==> src/rtl/ask_bit_serializer.sv <==
// ask_bit_serializer
// ------------------
// Turns bytes into a serial keying stream for an ASK modulator. Each byte is
// sent as a frame: START (1), DATA_W data bits MSB first, STOP (0). Every bit
// lasts BIT_CYCLES clocks. A one-entry holding buffer lets the next byte be
// queued while a frame is in flight, so frames can run back to back.
//
// Parameters
//   BIT_CYCLES : clocks per transmitted bit (2..255)
//   DATA_W     : payload bits per frame
//
// Ports
//   clk        : sole clock, rising edge
//   reset      : synchronous active-high reset
//   byte_in    : payload, sampled when byte_valid && byte_ready
//   byte_valid : upstream has a byte on byte_in
//   byte_ready : holding buffer is empty
//   bit_out    : registered keying bit (1 = carrier on)
//   bit_strobe : one-clock pulse on the first clock of every frame bit
//   busy       : FSM is not idle
//   frame_done : one-clock pulse on the last clock of STOP
module ask_bit_serializer #(
  parameter int BIT_CYCLES = 8,
  parameter int DATA_W     = 8
) (
  input  logic              clk,
  input  logic              reset,
  input  logic [DATA_W-1:0] byte_in,
  input  logic              byte_valid,
  output logic              byte_ready,
  output logic              bit_out,
  output logic              bit_strobe,
  output logic              busy,
  output logic              frame_done
);

  localparam int CNT_W = (BIT_CYCLES > 1) ? $clog2(BIT_CYCLES) : 1;
  localparam int IDX_W = (DATA_W > 1) ? $clog2(DATA_W) : 1;
  localparam logic [CNT_W-1:0] CNT_LAST = CNT_W'(BIT_CYCLES - 1);
  localparam logic [IDX_W-1:0] IDX_LAST = IDX_W'(DATA_W - 1);
  localparam logic [CNT_W-1:0] CNT_ONE  = CNT_W'(1);
  localparam logic [IDX_W-1:0] IDX_ONE  = IDX_W'(1);

  typedef enum logic [1:0] {
    ST_IDLE  = 2'd0,
    ST_START = 2'd1,
    ST_DATA  = 2'd2,
    ST_STOP  = 2'd3
  } state_e;

  state_e              state_q, state_d;
  logic [CNT_W-1:0]    cnt_q, cnt_d;
  logic [IDX_W-1:0]    idx_q, idx_d;
  logic [DATA_W-1:0]   shreg_q, shreg_d;
  logic [DATA_W-1:0]   buf_q, buf_d;
  logic                buf_full_q, buf_full_d;
  logic                bit_out_q, bit_out_d;
  logic                strobe_q, strobe_d;
  logic                busy_q, busy_d;
  logic                done_q, done_d;
  logic                bit_end_s;
  logic                load_s;

  // Next-state, buffer handling and next output values.
  always_comb begin
    state_d    = state_q;
    cnt_d      = cnt_q;
    idx_d      = idx_q;
    shreg_d    = shreg_q;
    buf_d      = buf_q;
    buf_full_d = buf_full_q;
    load_s     = 1'b0;
    bit_end_s  = (cnt_q == CNT_LAST);

    case (state_q)
      ST_IDLE: begin
        cnt_d = '0;
        idx_d = '0;
        if (buf_full_q) begin
          state_d = ST_START;
          load_s  = 1'b1;
        end else begin
          state_d = ST_IDLE;
        end
      end
      ST_START: begin
        if (bit_end_s) begin
          state_d = ST_DATA;
          cnt_d   = '0;
          idx_d   = '0;
        end else begin
          cnt_d = cnt_q + CNT_ONE;
        end
      end
      ST_DATA: begin
        if (bit_end_s) begin
          cnt_d   = '0;
          shreg_d = shreg_q << 1;
          if (idx_q == IDX_LAST) begin
            state_d = ST_STOP;
            idx_d   = '0;
          end else begin
            idx_d = idx_q + IDX_ONE;
          end
        end else begin
          cnt_d = cnt_q + CNT_ONE;
        end
      end
      ST_STOP: begin
        if (bit_end_s) begin
          cnt_d = '0;
          // A byte already waiting starts the next frame with no idle gap.
          if (buf_full_q) begin
            state_d = ST_START;
            load_s  = 1'b1;
          end else begin
            state_d = ST_IDLE;
          end
        end else begin
          cnt_d = cnt_q + CNT_ONE;
        end
      end
      default: begin
        state_d = ST_IDLE;
        cnt_d   = '0;
        idx_d   = '0;
      end
    endcase

    // Unload only happens with the buffer full (byte_ready low), so it can
    // never collide with an accept.
    if (load_s) begin
      shreg_d    = buf_q;
      buf_full_d = 1'b0;
    end else if (byte_valid && !buf_full_q) begin
      buf_d      = byte_in;
      buf_full_d = 1'b1;
    end else begin
      buf_full_d = buf_full_q;
    end

    // Outputs are computed from next-state values so they register in step
    // with the state they describe.
    busy_d    = (state_d != ST_IDLE);
    strobe_d  = busy_d && (cnt_d == '0);
    done_d    = (state_d == ST_STOP) && (cnt_d == CNT_LAST);
    bit_out_d = (state_d == ST_START) ||
                ((state_d == ST_DATA) && shreg_d[DATA_W-1]);
  end

  // State and output registers with synchronous reset.
  always_ff @(posedge clk) begin
    if (reset) begin
      state_q    <= ST_IDLE;
      cnt_q      <= '0;
      idx_q      <= '0;
      shreg_q    <= '0;
      buf_q      <= '0;
      buf_full_q <= 1'b0;
      bit_out_q  <= 1'b0;
      strobe_q   <= 1'b0;
      busy_q     <= 1'b0;
      done_q     <= 1'b0;
    end else begin
      state_q    <= state_d;
      cnt_q      <= cnt_d;
      idx_q      <= idx_d;
      shreg_q    <= shreg_d;
      buf_q      <= buf_d;
      buf_full_q <= buf_full_d;
      bit_out_q  <= bit_out_d;
      strobe_q   <= strobe_d;
      busy_q     <= busy_d;
      done_q     <= done_d;
    end
  end

  assign byte_ready = ~buf_full_q;
  assign bit_out    = bit_out_q;
  assign bit_strobe = strobe_q;
  assign busy       = busy_q;
  assign frame_done = done_q;

endmodule

==> config.mk <==
export PLATFORM = sky130hd
export DESIGN_NAME = ask_bit_serializer
export DESIGN_NICKNAME = d
export VERILOG_FILES = /design/src/rtl/ask_bit_serializer.sv
export SDC_FILE = /design/constraint.sdc
export NUM_CORES = 1
export LEC_CHECK = 0
export BUFFER_PORTS_ARGS = -buffer_cell sky130_fd_sc_hd__buf_2
export CAP_MARGIN = 5
export CELL_PAD_IN_SITES_DETAIL_PLACEMENT = 1
export CELL_PAD_IN_SITES_GLOBAL_PLACEMENT = 2
export CORE_ASPECT_RATIO = 0.75
export CORE_MARGIN = 5
export CORE_UTILIZATION = 40
export CTS_BUF_LIST = sky130_fd_sc_hd__clkbuf_8
export CTS_CLUSTER_DIAMETER = 120
export DETAILED_ROUTE_END_ITERATION = 10
export PLACE_DENSITY = 0.87
export SYNTH_ARGS = -nofsm -noshare
export SYNTH_HDL_FRONTEND = slang
export SYNTH_SLANG_ARGS = --single-unit
==> constraint.sdc <==
create_clock -name clk -period 2.4 [get_ports clk]
set_input_delay 0 -clock clk [delete_from_list [all_inputs] [get_ports clk]]
set_output_delay 0 -clock clk [all_outputs]
set_load 0.01 [all_outputs]
==> run summary <==
Cell depth of the worst flop-to-flop path: 6
Maximum vdd drop: 386.3 uV
Clk_skew: 5.555 ps
Worst Path Buf+Inv: 1
Cells after synthesis: 146
RSZ-0062 raised after global routing: false
DR pass1 iterations: 4
Largest net degree at the start of global routing: 25
Global route total overflow: 0
Total Routing Usage GR: 15.87%
Vias/cell: 5.457
Max Root-Sink Buffers: 2
Met1 GRT Util: 20.20%
RePlAce Congestion: 0.7607
Post-Route WL: 3498 um
Lkg Pwr: 0.7238 nW
Initial antenna violation count: 0
Max_cap viols: 0
Largest cells by area after synthesis: dfxtp_1 (42%), ha_1 (9.0%), mux2i_1 (7.2%)
Initial Utilization: 41.87%
Cell taking the most area after synthesis: dfxtp_1
Netlist cell types: 36
Slowest CP cell: ha_1
Synth-to-Final Area Change: 17.96%
Fin. Hold Viols: 0
Worst Path Arrival: 2210 ps
Grt met2 use: 26.16%
Crit path depth: 6
Postcts setup bufs: 0
Vias in the first global route: 1,205
Detailed placement HPWL: 2412 um
Worst Hold Depth: 3
Final Max Slew Viols: 0
M3 GR Usage: 4.451%
Initial DRC Count: 78
FFs w/ async S/R, synth: 0%
Crit end category: register
PortBufs: 15
Fmax achieved: 484.3 MHz
Syn avg cell area: 9.495 sq um
ANT nets after route: 0
Final Net Count: 190
Die width: 77.98 um
CP Max Fanout: 17
CTS resizes: 0
Top cells by count, synth: dfxtp_1 (29), nor2_1 (21), ha_1 (10), mux2i_1 (10)
Fin cells: 210
WS Path Type: reg2reg
Fin crit period: 2065 ps
# rows: 18
Share of cells above drive strength 1: 17.65%
Worst Path Required: 2550 ps
Ports: 16
Root Driver: clkbuf_8
Top cell type's share of synthesized area: 41.88%
Family with the most delay on the worst path: adder cells
TNS Setup: 0 ps
# diodes: 0
Worst-path cell chain: inv_1 > ha_1 > nor3_1 > a221oi_2 > mux2i_1 > nor2_1
Sequential share of the synthesized area: 41.88%
Pwr per Cell Area: 632.5 nW/um^2
Clock transition at path regs: 60 ps
Num CTS Buffers: 5
Number of hold buffers added after CTS: 8
Net count after synthesis: 167
Post-Syn Area: 1386 sq um
Crit-path max cell delay: 610 ps
Wire per inst: 16.66 um
Cell with the most instances after synthesis: dfxtp_1
Die Ht: 60.99 um
CP Launch Type: register
# clock sinks: 29
DP Cell Count: 194
Final setup violation count: 0
Pwr Total: 1.034 mW
Global-route wire length before repair: 5823 um
Via Count: 1,146
Yosys warnings: 0
#FFs+latches synth: 29
Status: finished, final reports clean
Die ar.: 4756 sq um
Post-synth EDFFs: 0
Slew headroom: 55.52%
Main flop type after synthesis: dfxtp_1
GRT busiest layer: met2
DRC viols: 0
Hold Path Class: in2reg
Core ar.: 3311 sq um
Clk Latency, worst-skew pair: 280 ps
Actual slew at the worst max-slew pin: 667.1 ps
Crit share post-route: 86.03%
CTS H-Tree Depth: 2
CTS tree: done
-- path summary, 6_finish.rpt --
path,startpoint,end,slack [ps]
hold / removal,byte_valid,buf_full_q$_SDFFE_PP0P_,9
setup / recovery,state_q[0]$_SDFF_PP0_,idx_q[0]$_SDFFE_PP0P_,340
setup reg to reg,state_q[0]$_SDFF_PP0_,idx_q[0]$_SDFFE_PP0P_,340
hold reg to reg,buf_q[0]$_SDFFE_PP0P_,shreg_q[0]$_SDFFE_PP0P_,460
-- where the power goes --
part	total (mW)	switching (mW)	internal (mW)	leakage, nW
Combinational	0.127	0.0687	0.0588	0.438
Sequential	0.525	0.0160	0.509	0.237
Clock	0.382	0.186	0.196	0.0491
-- state kept, by name (all words and copies together), names as in the netlist --
signal	count
buf_q	8
shreg_q	8
cnt_q	3
idx_q	3
state_q	2
bit_out	1
bit_strobe	1
buf_full_q	1
busy	1
frame_done	1
-- tightest hold or removal path, cell delays in order --
cell and delay (ps):
buf_2 100, nor2_1 80, nor3_1 50
-- area by class of cell --
class	instances	area [sq um]
multi-input combinational	101	729.5
inverter	8	30.03
fill	391	1675
tap	40	50.05
clock buffer	5	68.82
clock inverter	3	13.76
sequential	29	580.6
timing repair buffer	24	162.7
-- cells by family after synthesis --
kind of cell,synth area share [%]
simple gates,20.58
mux,7.221
flops,41.88
buf+inv,5.506
compound gates,15.79
fa+ha+maj,9.025
-- per-layer routing --
layer | routed length [um] | part of all wire (%) | vias up
li1 | - | - | 562
met1 | 1697 | 49 | 566
met2 | 1655 | 47 | 13
met3 | 115 | 3.3 | 5
met4 | 30 | 0.86 | 0
met5 | 0 | 0 | -
-- stage by stage --
| stage | hold slack (ps) | setup slack, ps | cell area [sq um] | util, % |
|---|---|---|---|---|
| final | 8.844 | 335.3 | 1635 | 49.40 |
| after global routing | 48.45 | 148.9 | 1635 | 49.40 |
| after detailed placement | 244.4 | 346.0 | 1473 | 44.48 |
| after floorplan | 66.25 | 771.9 | 1386 | - |
| after CTS | 10.70 | 338.4 | 1635 | 49.40 |
| after global placement | 234.3 | 504.0 | 1473 | 44.48 |
-- layout by cell type, fill, tap and decap left out --
| cell type | synthesis | final |
|---|---|---|
| a221oi_2 | 2 | 2 |
| a31oi_4 | 1 | 1 |
| o21ai_1 | 1 | 1 |
| o2111ai_1 | 1 | 1 |
| buf_2 | 4 | 15 |
| and3_1 | 2 | 2 |
| inv_1 | 8 | 9 |
| nand2_1 | 8 | 8 |
| nor2_1 | 21 | 21 |
| clkinv_2 | 0 | 2 |
| nand4_1 | 7 | 7 |
| clkbuf_8 | 0 | 5 |
| nor3_1 | 4 | 4 |
| and3b_1 | 1 | 1 |
| a311oi_4 | 1 | 1 |
| o21ai_0 | 1 | 1 |
| nand4b_1 | 1 | 1 |
| a21oi_1 | 6 | 6 |
| nor2b_1 | 2 | 2 |
| o22a_1 | 1 | 1 |
| or2_4 | 1 | 1 |
| ha_1 | 10 | 10 |
| buf_4 | 1 | 1 |
| o2bb2ai_1 | 1 | 1 |
| nand2b_1 | 4 | 4 |
| o21a_1 | 1 | 1 |
| o22ai_1 | 1 | 1 |
| nor4_1 | 1 | 1 |
| o31a_1 | 1 | 1 |
| dlygate4sd3_1 | 0 | 8 |
| dfxtp_1 | 29 | 29 |
| a311oi_1 | 6 | 6 |
| and2_1 | 2 | 2 |
| mux2i_1 | 10 | 10 |
| nand3_1 | 1 | 1 |
| nor2_2 | 1 | 1 |
| or2_2 | 1 | 1 |
(Power assumes the default switching activity.)
